==> config.mk <==
export PLATFORM = sky130hd
export DESIGN_NAME = uart_tx_arbiter
export DESIGN_NICKNAME = d
export VERILOG_FILES = /design/src/rtl/uart_pkg.sv /design/src/rtl/uart_rr_arb2.sv /design/src/rtl/uart_tx_arbiter.sv
export SDC_FILE = /design/constraint.sdc
export NUM_CORES = 1
export LEC_CHECK = 0
export ABC_AREA = 1
export BUFFER_PORTS_ARGS = -buffer_cell sky130_fd_sc_hd__buf_2
export CAP_MARGIN = 20
export CORE_UTILIZATION = 30
export CTS_BUF_LIST = sky130_fd_sc_hd__clkbuf_8
export DETAILED_ROUTE_END_ITERATION = 7
export GPL_ROUTABILITY_DRIVEN = 0
export PLACE_DENSITY_LB_ADDON = 0.3
export SYNTH_ARGS = -nofsm -noshare
export SYNTH_HDL_FRONTEND = slang
export SYNTH_HIERARCHICAL = 1
export SYNTH_SLANG_ARGS = --single-unit
==> constraint.sdc <==
create_clock -name clk -period 1.55 [get_ports clk]
set_input_delay 0.155 -clock clk [delete_from_list [all_inputs] [get_ports clk]]
set_output_delay 0.155 -clock clk [all_outputs]
set_load 0.05 [all_outputs]
==> src/rtl/uart_pkg.sv <==
// Shared types for the UART transmit arbiter: FSM states, grant codes, frame size.
// The CHK state and frame checksum helper exist only with UART_TX_ARB_CHECKSUM_EN.
package uart_pkg;

  localparam int UART_FRAME_BYTES = 4;

  typedef enum logic [2:0] {
    ST_IDLE = 3'd0,
    ST_LOAD = 3'd1,
    ST_SEND = 3'd2,
`ifdef UART_TX_ARB_CHECKSUM_EN
    ST_WAIT = 3'd3,
    ST_CHK  = 3'd4
`else
    ST_WAIT = 3'd3
`endif
  } state_t;

  typedef enum logic {
    SRC_CMD = 1'b0,
    SRC_TLM = 1'b1
  } src_t;

`ifdef UART_TX_ARB_CHECKSUM_EN
  // XOR of the top nbytes bytes of a word, MSB byte first.
  function automatic logic [7:0] frame_xor(input logic [31:0] word, input int nbytes);
    logic [7:0] acc;
    acc = 8'h00;
    for (int i = 0; i < 4; i++) begin
      if (i < nbytes) begin
        acc = acc ^ word[8*(3-i) +: 8];
      end else begin
        acc = acc;
      end
    end
    return acc;
  endfunction
`endif

endpackage

==> src/rtl/uart_rr_arb2.sv <==
// Two-input round-robin arbiter: combinational grant, last_grant updated on i_upd_en.
// On a tie the source that did not win last time is granted.
module uart_rr_arb2
  import uart_pkg::*;
(
  input  logic clk,
  input  logic i_rst_n,
  input  logic i_req_cmd,
  input  logic i_req_tlm,
  input  logic i_upd_en,
  output logic o_gnt_valid,
  output src_t o_gnt_src,
  output src_t o_last_grant
);

  src_t r_last_grant;

  // Grant decision from the current requests and the previous winner.
  always_comb begin
    o_gnt_valid = i_req_cmd | i_req_tlm;
    o_gnt_src   = SRC_CMD;
    if (i_req_cmd && i_req_tlm) begin
      o_gnt_src = (r_last_grant == SRC_CMD) ? SRC_TLM : SRC_CMD;
    end else if (i_req_cmd) begin
      o_gnt_src = SRC_CMD;
    end else begin
      o_gnt_src = SRC_TLM;
    end
  end

  // Last-grant register; reset to TLM so CMD wins the first tie.
  always_ff @(posedge clk or negedge i_rst_n) begin
    if (!i_rst_n) begin
      r_last_grant <= SRC_TLM;
    end else if (i_upd_en) begin
      r_last_grant <= o_gnt_src;
    end else begin
      r_last_grant <= r_last_grant;
    end
  end

  assign o_last_grant = r_last_grant;

endmodule

==> src/rtl/uart_tx_arbiter.sv <==
// Shares one byte-wide UART transmitter between cmd and tlm word requesters.
// Define UART_TX_ARB_CHECKSUM_EN to append an XOR checksum byte to every frame.
module uart_tx_arbiter
  import uart_pkg::*;
#(
  parameter int NUM_BYTES  = UART_FRAME_BYTES,
  parameter int TX_TIMEOUT = 4095
) (
  input  logic        clk,
  input  logic        rst,
  input  logic        cmd_req,
  input  logic [31:0] cmd_word,
  output logic        cmd_ack,
  input  logic        tlm_req,
  input  logic [31:0] tlm_word,
  output logic        tlm_ack,
  output logic        tx_start,
  output logic [7:0]  tx_byte,
  input  logic        tx_done,
  output logic        busy,
  output logic        err_timeout
);

  localparam int               CNT_W     = $clog2(TX_TIMEOUT + 1);
  localparam logic [CNT_W-1:0] CNT_MAX   = {CNT_W{1'b1}};
  localparam logic [CNT_W-1:0] CNT_ONE   = CNT_W'(1);
  localparam logic [CNT_W-1:0] CNT_LIMIT = CNT_W'(TX_TIMEOUT);
  localparam logic [1:0]       BYTE_LAST = 2'(NUM_BYTES - 1);

  state_t            r_state;
  state_t            w_state_nxt;
  logic              r_cmd_ack, r_tlm_ack, r_tx_start, r_busy, r_err_timeout;
  logic [7:0]        r_tx_byte;
  logic              w_cmd_ack_nxt, w_tlm_ack_nxt, w_tx_start_nxt, w_busy_nxt, w_err_nxt;
  logic [7:0]        w_tx_byte_nxt;
  // The first byte goes straight to tx_byte at capture, so only the rest is kept.
  logic [23:0]       r_shift;
  logic [1:0]        r_byte_cnt;
  logic [CNT_W-1:0]  r_tmo_cnt;
  logic [CNT_W-1:0]  w_cnt_inc;
  logic              w_load, w_shift, w_cnt_clr, w_arb_upd;
  logic              w_gnt_valid;
  src_t              w_gnt_src;
  src_t              w_last_grant;
  logic [31:0]       w_sel_word;
`ifdef UART_TX_ARB_CHECKSUM_EN
  logic [7:0]        r_csum;
  logic              r_chk_done;
  logic              w_chk_set;
`endif

  uart_rr_arb2 u_arb (
    .clk          (clk),
    .i_rst_n      (rst),
    .i_req_cmd    (cmd_req),
    .i_req_tlm    (tlm_req),
    .i_upd_en     (w_arb_upd),
    .o_gnt_valid  (w_gnt_valid),
    .o_gnt_src    (w_gnt_src),
    .o_last_grant (w_last_grant)
  );

  // last_grant already holds the winner while in LOAD.
  assign w_sel_word = (w_last_grant == SRC_CMD) ? cmd_word : tlm_word;
  assign w_cnt_inc  = (r_tmo_cnt == CNT_MAX) ? CNT_MAX : (r_tmo_cnt + CNT_ONE);

  // Next-state and next-output decode; outputs are flopped from these values.
  always_comb begin
    w_state_nxt    = r_state;
    w_cmd_ack_nxt  = 1'b0;
    w_tlm_ack_nxt  = 1'b0;
    w_tx_start_nxt = 1'b0;
    w_tx_byte_nxt  = 8'h00;
    w_busy_nxt     = r_busy;
    w_err_nxt      = 1'b0;
    w_arb_upd      = 1'b0;
    w_load         = 1'b0;
    w_shift        = 1'b0;
    w_cnt_clr      = 1'b0;
`ifdef UART_TX_ARB_CHECKSUM_EN
    w_chk_set      = 1'b0;
`endif
    case (r_state)
      ST_IDLE: begin
        if (w_gnt_valid) begin
          w_state_nxt   = ST_LOAD;
          w_arb_upd     = 1'b1;
          w_busy_nxt    = 1'b1;
          w_cmd_ack_nxt = (w_gnt_src == SRC_CMD);
          w_tlm_ack_nxt = (w_gnt_src == SRC_TLM);
        end else begin
          w_busy_nxt = 1'b0;
        end
      end
      ST_LOAD: begin
        w_load         = 1'b1;
        w_cnt_clr      = 1'b1;
        w_state_nxt    = ST_SEND;
        w_tx_start_nxt = 1'b1;
        w_tx_byte_nxt  = w_sel_word[31:24];
      end
      ST_SEND: begin
        w_state_nxt = ST_WAIT;
      end
      ST_WAIT: begin
        if (tx_done) begin
          if (r_byte_cnt == 2'd0) begin
`ifdef UART_TX_ARB_CHECKSUM_EN
            if (!r_chk_done) begin
              w_state_nxt    = ST_CHK;
              w_chk_set      = 1'b1;
              w_cnt_clr      = 1'b1;
              w_tx_start_nxt = 1'b1;
              w_tx_byte_nxt  = r_csum;
            end else begin
              w_state_nxt = ST_IDLE;
              w_busy_nxt  = 1'b0;
            end
`else
            w_state_nxt = ST_IDLE;
            w_busy_nxt  = 1'b0;
`endif
          end else begin
            w_shift        = 1'b1;
            w_cnt_clr      = 1'b1;
            w_state_nxt    = ST_SEND;
            w_tx_start_nxt = 1'b1;
            w_tx_byte_nxt  = r_shift[23:16];
          end
        end else if (w_cnt_inc >= CNT_LIMIT) begin
          w_err_nxt   = 1'b1;
          w_state_nxt = ST_IDLE;
          w_busy_nxt  = 1'b0;
        end else begin
          w_state_nxt = ST_WAIT;
        end
      end
`ifdef UART_TX_ARB_CHECKSUM_EN
      ST_CHK: begin
        w_state_nxt = ST_WAIT;
      end
`endif
      default: begin
        w_state_nxt = ST_IDLE;
        w_busy_nxt  = 1'b0;
      end
    endcase
  end

  // FSM state and registered outputs.
  always_ff @(posedge clk or negedge rst) begin
    if (!rst) begin
      r_state       <= ST_IDLE;
      r_cmd_ack     <= 1'b0;
      r_tlm_ack     <= 1'b0;
      r_tx_start    <= 1'b0;
      r_tx_byte     <= 8'h00;
      r_busy        <= 1'b0;
      r_err_timeout <= 1'b0;
    end else begin
      r_state       <= w_state_nxt;
      r_cmd_ack     <= w_cmd_ack_nxt;
      r_tlm_ack     <= w_tlm_ack_nxt;
      r_tx_start    <= w_tx_start_nxt;
      r_tx_byte     <= w_tx_byte_nxt;
      r_busy        <= w_busy_nxt;
      r_err_timeout <= w_err_nxt;
    end
  end

  // Word shifter and remaining-byte counter.
  always_ff @(posedge clk or negedge rst) begin
    if (!rst) begin
      r_shift    <= 24'h000000;
      r_byte_cnt <= 2'd0;
    end else if (w_load) begin
      r_shift    <= w_sel_word[23:0];
      r_byte_cnt <= BYTE_LAST;
    end else if (w_shift) begin
      r_shift    <= {r_shift[15:0], 8'h00};
      r_byte_cnt <= r_byte_cnt - 2'd1;
    end else begin
      r_shift    <= r_shift;
      r_byte_cnt <= r_byte_cnt;
    end
  end

  // Cycles since the last tx_start; saturating so a stuck transmitter never wraps it.
  always_ff @(posedge clk or negedge rst) begin
    if (!rst) begin
      r_tmo_cnt <= '0;
    end else if (w_cnt_clr) begin
      r_tmo_cnt <= '0;
    end else begin
      r_tmo_cnt <= w_cnt_inc;
    end
  end

`ifdef UART_TX_ARB_CHECKSUM_EN
  // Checksum of the captured word and whether it has gone out yet.
  always_ff @(posedge clk or negedge rst) begin
    if (!rst) begin
      r_csum     <= 8'h00;
      r_chk_done <= 1'b0;
    end else if (w_load) begin
      r_csum     <= frame_xor(w_sel_word, NUM_BYTES);
      r_chk_done <= 1'b0;
    end else if (w_chk_set) begin
      r_csum     <= r_csum;
      r_chk_done <= 1'b1;
    end else begin
      r_csum     <= r_csum;
      r_chk_done <= r_chk_done;
    end
  end
`endif

  assign cmd_ack     = r_cmd_ack;
  assign tlm_ack     = r_tlm_ack;
  assign tx_start    = r_tx_start;
  assign tx_byte     = r_tx_byte;
  assign busy        = r_busy;
  assign err_timeout = r_err_timeout;

endmodule

==> flow_summary_export.csv, run 1 <==
group,metric,value,unit
status,violations,"negative setup slack",
layout,multi_input_area,1450,um^2
yosys,synth_area_per_cell,7.85,um^2
yosys,syn_nets,438,
floorplan,fp-row-count,35,
drt,totalWireLength,7.76,mm
yosys,ys_top_cells_by_area,"dfrtp_1, nor2_1, o21ai_0",
place,post-dp-hpwl,5.72,mm
timing,hold_viol_final,0,
yosys,synth_warnings,6,
floorplan,start_util,30.8,%
clock_network,clock_sinks,54,
critical_path,crit_fanout,5,
timing,maxClockFrequency,556,MHz
drt,viasPerCell,4.64,
timing,maxSlewViolCount,0,
place,placedCellCount,600,
clock_network,insertion_delay,0.31,ns
timing,fin_hold_ws,0.112,ns
layout,seqCellArea,1350,um^2
flow_run,drv_cap,0,
yosys,synth_cell_types,33,
timing,max-slew-margin-rel,71.2,%
clock_network,cts_max_level,2,
layout,area_growth,43.6,%
grt,antenna_found_initial,0,
critical_path,worstPathRequired,1.74,ns
drt,ant_nets,0,
power,p_sw,2.93,mW
critical_path,slowest_stage,"dfrtp_1",
power,power_density,1650,nW/um^2
power,p_int,3.80,mW
layout,drive_gt1_share,37.8,%
grt,grt_pass1_vias,2808,
timing,fin_crit_sh,116,%
clock_network,cts_buffers,5,
critical_path,worst_path_largest_cell_delay,0.40,ns
power,seqPwrFrac,33.1,%
floorplan,die-area,9890,um^2
power,leakage,2.02,nW
floorplan,core,9240,um^2
timing,worst_slew_pin_slew,0.432,ns
clock_network,clock_path_buffers,2,
yosys,synth_top_area_share,46.6,%
drt,vias,2872,
floorplan,die_w,99.5,um
power,p_clk_share,12.6,%
grt,grt_pass1_wl,12.9,mm
drt,drcViolationCount,0,
floorplan,io-pin-count,82,
layout,nFillCells,916,
clock_network,tritoncts,"built",
power,combPwrFrac,54.3,%
timing,skew,0.0148,ns
yosys,synth_top_area_cell,"dfrtp_1",
grt,overflow,0,
drt,dr.pass1.iters,4,
grt,grt_max_degree,34,
power,ir_drop,0.871,mV
min_path,hold_path.startpoint,"cmd_req",
timing,grt_setup_unrepaired,"true",
drt,post_drt_wl_per_cell,12.5,um
status,outcome,"complete, but fails checks",
drt,drt_iter0_markers,158,
yosys,ys_ff_latch,54,
timing,finalSetupViolCount,4,
critical_path,endpoint_kind,"register",
timing,period_minus_slack,1.80,ns
clock_network,clock-root-buffer,"clkbuf_8",
yosys,synthesis.area,2850,um^2
critical_path,rr_startpoint,"r_tmo_cnt[1]",
critical_path,cp_cell_sequence,"ha_4 -> nand2_4 -> nor2_4 -> nand3_4 -> nand2_2 -> nor2_2 -> nor2_2 -> nand2_2 -> o21ai_4 -> buf_4 -> a21oi_2",
grt,grt_util_all_layers,16.2,%
critical_path,critical_path.startpoint_type,"register",
min_path,min_path_type,"input pin to register",
yosys,synthCells,363,
yosys,yosysSeqAreaShare,47.5,%
place,port_buffers,81,
power,p_sw_share,43.5,%
timing,fin_ws,-0.249,ns
layout,diodes,0,
critical_path,critical_path_class,"register to register",
clock_network,clkTransAtPathRegs,0.09,ns
floorplan,die_h,99.5,um
layout,final_cells,619,
layout,fin_nets,564,
critical_path,cp.arrival,1.99,ns
critical_path,crit_path_start,"r_tmo_cnt[1]",
layout make-up:
class | instances | area share, %
Clock inverter | 2 | 0.428
Tap cell | 129 | 3.95
Timing Repair Buffer | 135 | 21.8
Clock buffer | 6 | 2.02
Multi-Input combinational cell | 259 | 35.5
Inverter | 34 | 3.27
Sequential cell | 54 | 33.1
power by group through the flow:
stage          Sequential [mW]  Clock, mW  Combinational (mW)
2_1_floorplan             2.52          0                1.89
3_3_place_gp              2.23          0                3.27
3_5_place_dp              2.23          0                3.35
4_1_cts                   2.20      0.883                3.42
5_1_grt                   2.29      0.951                4.12
6_report                  2.23      0.849                3.66
synthesized netlist by cell type:
cell,instances
buf_6,1
inv_1,31
nand3_4,1
o21bai_1,2
nand2_2,2
o21ai_2,1
a22oi_1,8
nor2_2,3
buf_2,2
nand3_1,9
nor2_4,1
or2_0,1
nand2_1,52
dfrtp_1,53
o21ai_0,50
a31oi_1,5
o21ai_1,4
o22ai_1,13
or2_2,1
nand3_2,3
nor3_2,1
dfstp_2,1
xnor2_1,1
nand4_1,1
clkinv_1,1
inv_2,2
nor2_1,74
nor4_1,1
clkbuf_1,14
xor2_1,1
nand3b_1,3
a21oi_1,14
ha_1,6
placed cells by master, fill, tap and decap left out, types with 2 or more instances in the layout:
cell	instances
dfrtp_1	52
inv_2	4
o21ai_0	47
nor2_2	8
a22oi_1	8
nand2_2	5
a21oi_1	13
inv_1	27
inv_4	2
clkinv_4	2
clkbuf_8	6
buf_2	81
o21ai_1	7
o22ai_1	12
nand2_1	48
a31oi_1	4
nand3_2	4
nor2_1	68
ha_4	3
ha_1	2
nand3_4	3
o21bai_1	2
buf_6	4
buf_12	5
buf_4	44
nand3b_1	3
nand3_1	7
nor2_4	2
sequential cells by signal, summed over array words and instances, names as in the netlist:
register	cells
r_shift	24
r_tmo_cnt	12
tx_byte	8
r_byte_cnt	2
r_state	2
busy	1
cmd_ack	1
err_timeout	1
tlm_ack	1
tx_start	1
u_arb/o_last_grant	1
metal layers:
| layer | track usage [%] | wire length, um | vias up |
|---|---|---|---|
| met5 | 0 | 0 | - |
| li1 | - | - | 1449 |
| met4 | 3.73 | 63 | 0 |
| met2 | 27.2 | 3750 | 60 |
| met3 | 2.53 | 256 | 6 |
| met1 | 22.1 | 3690 | 1357 |
metrics by stage:
stage	util (%)	setup WS (ns)	area, um^2	setup TNS, ns	total power [mW]
2_1_floorplan	-	-0.0915	2880	-0.188	4.41
3_3_place_gp	40.8	-0.224	3770	-2.32	5.50
3_5_place_dp	40.8	-0.254	3770	-2.89	5.58
4_1_cts	42.5	-0.192	3930	-0.678	6.50
5_1_grt	44.3	-0.400	4090	-1.59	7.37
6_report	44.3	-0.249	4090	-0.915	6.74
timing repair:
action                                  in CTS  in global routing
pin swaps                                    4                  2
hold endpoints to repair                    15                  0
hold buffers                                 1                  0
buffers inserted                             2                  8
endpoints found under the setup margin      27                 42
gates resized for setup                      7                 32
cloned                                       1                  0
worst paths after layout:
path / end / slack [ns] / cells after the start
hold / removal: u_arb/o_last_grant / 0.11 / 4
hold reg to reg: busy / 0.49 / 2
min in group asynchronous: tx_byte[4] / 0.30 / 2
max in group asynchronous: u_arb/o_last_grant / 0.70 / 3
setup reg to reg: r_state[0] / -0.25 / 11
setup / recovery: r_state[0] / -0.25 / 11
worst max-delay path: cells and delay by family, from the launching register on:
family	cells	cell delay (ns)
flip-flops	1	0.40
adder cells (fa/ha/maj)	1	0.17
AO/OA/AOI/OAI	2	0.21
AND/OR/NAND/NOR	7	0.77
buffers and inverters	1	0.14
cell families after synthesis:
| logic type | synth area share [%] |
|---|---|
| AOI/OAI and AO/OA | 18.8 |
| xor gates and xnor gates | 0.615 |
| adders and majority gates | 2.63 |
| buffers and inverters | 7.07 |
| DFF | 47.5 |
| and+or+nand+nor | 23.4 |
Note: power is estimated with default switching activity, not from simulation.
==> run 2, diff against run 1 <==
- CORE_ASPECT_RATIO: unset -> 1.4
==> flow_summary_export.csv, run 2 (same netlist as run 1, synthesis figures left out) <==
group,metric,value,unit
status,outcome,"complete, but fails checks",
status,violations,"design-rule violations, negative setup slack",
grt,grt_pass1_wl,12.7,mm
timing,finalSetupViolCount,4,
layout,nFillCells,911,
timing,max-slew-margin-rel,70.7,%
timing,maxClockFrequency,537,MHz
critical_path,critical_path.startpoint_type,"register",
clock_network,clock_path_buffers,2,
drt,viasPerCell,4.82,
power,leakage,2.00,nW
min_path,min_path_type,"input pin to register",
timing,fin_tns_setup,-1.03,ns
critical_path,critical_path_class,"register to register",
place,port_buffers,81,
timing,grt_setup_unrepaired,"true",
layout,diodes,0,
clock_network,tritoncts,"built",
clock_network,insertion_delay,0.32,ns
layout,regMostFlops,"r_shift",
drt,drt_iter0_markers,84,
floorplan,start_util,31.2,%
timing,worst_slew_pin_slew,0.440,ns
drt,totalWireLength,7.93,mm
floorplan,io-pin-count,82,
floorplan,fp-row-count,41,
drt,vias,2861,
timing,fin_crit_sh,120,%
drt,drcViolationCount,8,
drt,dr.pass1.iters,6,
layout,area_growth,41.5,%
critical_path,crit_fanout,5,
critical_path,path_common_cell,"nand2_1",
grt,antenna_found_initial,0,
critical_path,slowest_stage,"dfrtp_2",
grt,grt_util_all_layers,16.4,%
clock_network,clock-root-buffer,"clkbuf_8",
clock_network,cts_buffers,5,
layout,fin_nets,562,
critical_path,worstPathRequired,1.77,ns
timing,fin_ws,-0.313,ns
drt,post_drt_wl_per_cell,13.3,um
clock_network,clock_sinks,54,
power,power_density,1660,nW/um^2
power,ir_drop,0.681,mV
layout,final_common_cell,"buf_2",
timing,maxSlewViolCount,0,
power,p_total,6.69,mW
timing,period_minus_slack,1.86,ns
floorplan,die-area,9900,um^2
grt,grt_pass1_vias,2747,
floorplan,die_h,117,um
critical_path,cp_cell_sequence,"ha_4 -> nand2_4 -> nor2_4 -> nand3_4 -> nand2_2 -> nor2_2 -> nor2_2 -> nand2_2 -> o21ai_4 -> nand2_1 -> nand2_1 -> nand2_1",
grt,grt_max_degree,39,
clock_network,cts_max_level,2,
timing,skew,0.0119,ns
layout,mostFrequentLayoutCells,"buf_2, nor2_1, dfrtp_1",
clock_network,clkTransAtPathRegs,0.10,ns
grt,overflow,0,
critical_path,cp.arrival,2.09,ns
drt,ant_nets,0,
flow_run,drv_cap,0,
place,post-dp-hpwl,5.86,mm
critical_path,endpoint_kind,"register",
timing,hold_viol_final,0,
critical_path,worst_path_largest_cell_delay,0.41,ns
layout,drive_gt1_share,37.6,%
floorplan,die_w,84.4,um
floorplan,core,9130,um^2
layout,largest_reg_flops,24,
==> run 2: stage by stage <==
step	instance area (um^2)	hold slack [ns]	setup slack [ns]	util, %	std cells
after floorplan	2880	-0.141	-0.0915	-	363
after global placement	3750	0.130	-0.144	41.1	580
after detailed placement	3750	0.131	-0.202	41.1	580
after CTS	3870	0.0137	-0.217	42.3	589
after global routing	4030	0.0148	-0.422	44.1	594
final	4030	0.0235	-0.313	44.1	594
==> run 2: metal layers <==
metal  track usage [%]  up-vias  wire [um]
met4              6.89        0        230
li1                  -     1439          -
met5                 0        -          0
met1              19.1     1323       3160
met2              29.3       82       4210
met3              2.81       17        326
==> run 2: cell type report <==
class / instances / area (um^2) / share of cell area (%)
Multi-Input combinational cell: 259 / 1440 / 35.8
Sequential cell: 54 / 1350 / 33.6
Timing Repair Buffer: 133 / 892 / 22.1
Tap cell: 107 / 134 / 3.32
Inverter: 34 / 128 / 3.17
Clock buffer: 5 / 68.8 / 1.71
Clock inverter: 2 / 10.0 / 0.248
==> run 2: power breakdown <==
| group | internal [mW] | total [mW] | leakage, nW | switching [mW] |
|---|---|---|---|---|
| Combinational | 1.54 | 3.72 | 1.28 | 2.18 |
| Sequential | 1.96 | 2.20 | 0.679 | 0.245 |
| Clock | 0.305 | 0.766 | 0.0438 | 0.462 |
| Total | 3.80 | 6.69 | 2.00 | 2.89 |
==> run 2: repair_timing <==
item,4_1_cts,5_1_grt
hold endpoints to repair,16,0
resized for setup,3,49
endpoints found under the setup margin,22,29
setup buffers,1,5
gates cloned,0,1
pin swaps,1,24
hold buffers,1,0
==> run 2: worst max-delay path: cells and delay by family (launching register included) <==
kind / cells / cell delay [ns]
AND/OR/NAND/NOR: 10 / 1.00
AO/OA/AOI/OAI: 1 / 0.18
adder cells (fa/ha/maj): 1 / 0.17
flip-flops: 1 / 0.41
==> run 2: worst paths after layout <==
| path | start | endpoint | slack [ns] | cells past startpoint |
|---|---|---|---|---|
| setup reg to reg | r_tmo_cnt[0] | r_state[1] | -0.31 | 12 |
| setup / recovery | r_tmo_cnt[0] | r_state[1] | -0.31 | 12 |
| hold / removal | tx_done | err_timeout | 0.02 | 2 |
| max in group asynchronous | rst | u_arb/o_last_grant | 0.62 | 3 |
| hold reg to reg | r_shift[9] | r_shift[9] | 0.49 | 2 |
| min in group asynchronous | rst | tx_byte[7] | 0.30 | 2 |
==> run 3, diff against run 2 <==
- CORE_MARGIN: unset -> 4
- CTS_BUF_LIST: sky130_fd_sc_hd__clkbuf_8 -> unset
==> flow_summary_export.csv, run 3 (same netlist as run 1, synthesis figures left out) <==
group,metric,value,unit
status,outcome,"complete, but fails checks",
status,violations,"negative setup slack",
critical_path,crit_fanout,5,
drt,post_drt_wl_per_cell,13.7,um
layout,diodes,0,
grt,gr-usage-met2,28.2,%
drt,vias,2835,
power,combPwrFrac,51.0,%
clock_network,clock_path_buffers,2,
timing,finalSetupViolCount,4,
place,placedCellCount,577,
place,port_buffers,81,
power,leakage,1.99,nW
timing,maxClockFrequency,561,MHz
floorplan,die_h,123,um
drt,drt_iter0_markers,133,
place,post-dp-hpwl,6.01,mm
floorplan,fp-row-count,41,
floorplan,start_util,31.2,%
layout,drive_gt1_share,35.0,%
power,p_sw,2.93,mW
floorplan,core,9130,um^2
timing,maxSlewViolCount,0,
critical_path,critical_path.startpoint_type,"register",
drt,dr.pass1.iters,4,
floorplan,die_w,90.4,um
grt,grt_pass1_wl,13.3,mm
layout,final_common_cell,"buf_2",
flow_run,drv_cap,0,
timing,worst_slew_pin_slew,0.315,ns
clock_network,clock-root-buffer,"clkbuf_16",
power,ir_drop,0.797,mV
layout,fin_nets,557,
grt,grt_pass1_vias,2830,
clock_network,cts_buffers,5,
drt,viasPerCell,4.81,
clock_network,insertion_delay,0.29,ns
drt,ant_nets,0,
power,power_density,1760,nW/um^2
critical_path,endpoint_kind,"register",
power,p_sw_share,41.4,%
power,p_int,4.15,mW
grt,grt_max_degree,55,
grt,antenna_found_initial,0,
grt,overflow,0,
timing,grt_setup_unrepaired,"true",
power,seqPwrFrac,31.0,%
layout,area_growth,41.4,%
timing,fin_crit_sh,115,%
grt,grt_util_all_layers,15.1,%
layout,final_cells,590,
layout,utilization,44.1,%
timing,period_minus_slack,1.78,ns
power,p_clk_share,18.1,%
layout,largest_reg_flops,24,
floorplan,io-pin-count,82,
critical_path,worstPathRequired,1.73,ns
drt,drcViolationCount,0,
floorplan,die-area,11100,um^2
timing,fin_ws,-0.232,ns
min_path,min_path_type,"input pin to register",
clock_network,tritoncts,"built",
timing,hold_viol_final,0,
clock_network,cts_max_level,2,
clock_network,clkTransAtPathRegs,0.07,ns
grt,busiest_layer,"met2",
layout,regMostFlops,"r_shift",
layout,mostFrequentLayoutCells,"buf_2, nor2_1, dfrtp_1",
clock_network,clock_sinks,54,
critical_path,cp.arrival,1.97,ns
timing,max-slew-margin-rel,79.0,%
timing,skew,0.00612,ns
drt,totalWireLength,8.11,mm
critical_path,critical_path_class,"register to register",
grt,use_met1,17.2,%
grt,use_met3,2.56,%
run 3: worst paths after layout:
path | from | end | slack [ns] | cells past startpoint
worst max-delay path | r_tmo_cnt[1] | busy | -0.23 | 12
worst min-delay path | tx_done | err_timeout | 0.07 | 2
worst max register to register | r_tmo_cnt[1] | busy | -0.23 | 12
worst min register to register | busy | busy | 0.47 | 2
max in group asynchronous | rst | u_arb/o_last_grant | 0.85 | 3
min in group asynchronous | rst | tx_byte[3] | 0.36 | 3
run 3: critical path, stage by stage (launching register included):
cell and delay, ns:
dfrtp_1 0.40, ha_4 0.17, nand2_4 0.06, nor2_4 0.17
nand3_2 0.16, nand2_1 0.10, nand2_1 0.06, nor2_2 0.12
nand2_1 0.10, o21ai_4 0.16, nand2_1 0.07, nand2_1 0.06
nand2_1 0.04
run 3: stage by stage:
step | hold WS, ns | cell area [um^2] | setup slack, ns | power [mW] | setup TNS [ns]
floorplan | -0.141 | 2880 | -0.0915 | 4.41 | -0.188
global placement | 0.179 | 3730 | -0.132 | 5.58 | -0.395
detailed placement | 0.183 | 3730 | -0.203 | 5.66 | -0.666
CTS | 0.0649 | 3940 | -0.188 | 6.99 | -0.566
global route | 0.0768 | 4030 | -0.385 | 7.68 | -1.63
finish | 0.0700 | 4030 | -0.232 | 7.08 | -0.720
run 3: power by group through the flow:
stage	Combinational [mW]	Clock, mW	Sequential (mW)
after global placement	3.38	0	2.20
final	3.61	1.28	2.19
after floorplan	1.89	0	2.52
after CTS	3.48	1.32	2.19
after detailed placement	3.45	0	2.22
after global routing	4.05	1.38	2.25
run 3: repair_timing:
action,CTS,global route
pin swaps,0,3
hold buffers,1,0
gates cloned,0,1
resized for setup,4,24
buffers inserted,1,2
endpoints found under the setup margin,5,36
hold endpoints to repair,53,0
run 3: layout make-up:
| type | count | area [um^2] |
|---|---|---|
| tap | 107 | 134 |
| inverter | 34 | 133 |
| fill | 923 | 5100 |
| clock inverter | 2 | 37.5 |
| clock buffer | 6 | 129 |
| sequential | 54 | 1350 |
| timing repair buffer | 128 | 838 |
| multi-input combinational | 259 | 1400 |
run 3: layer usage:
layer / part of all wire, % / vias up
met2: 53 / 64
met5: 0 / -
li1: - / 1434
met4: 2.2 / 0
met1: 41 / 1326
met3: 4.0 / 11
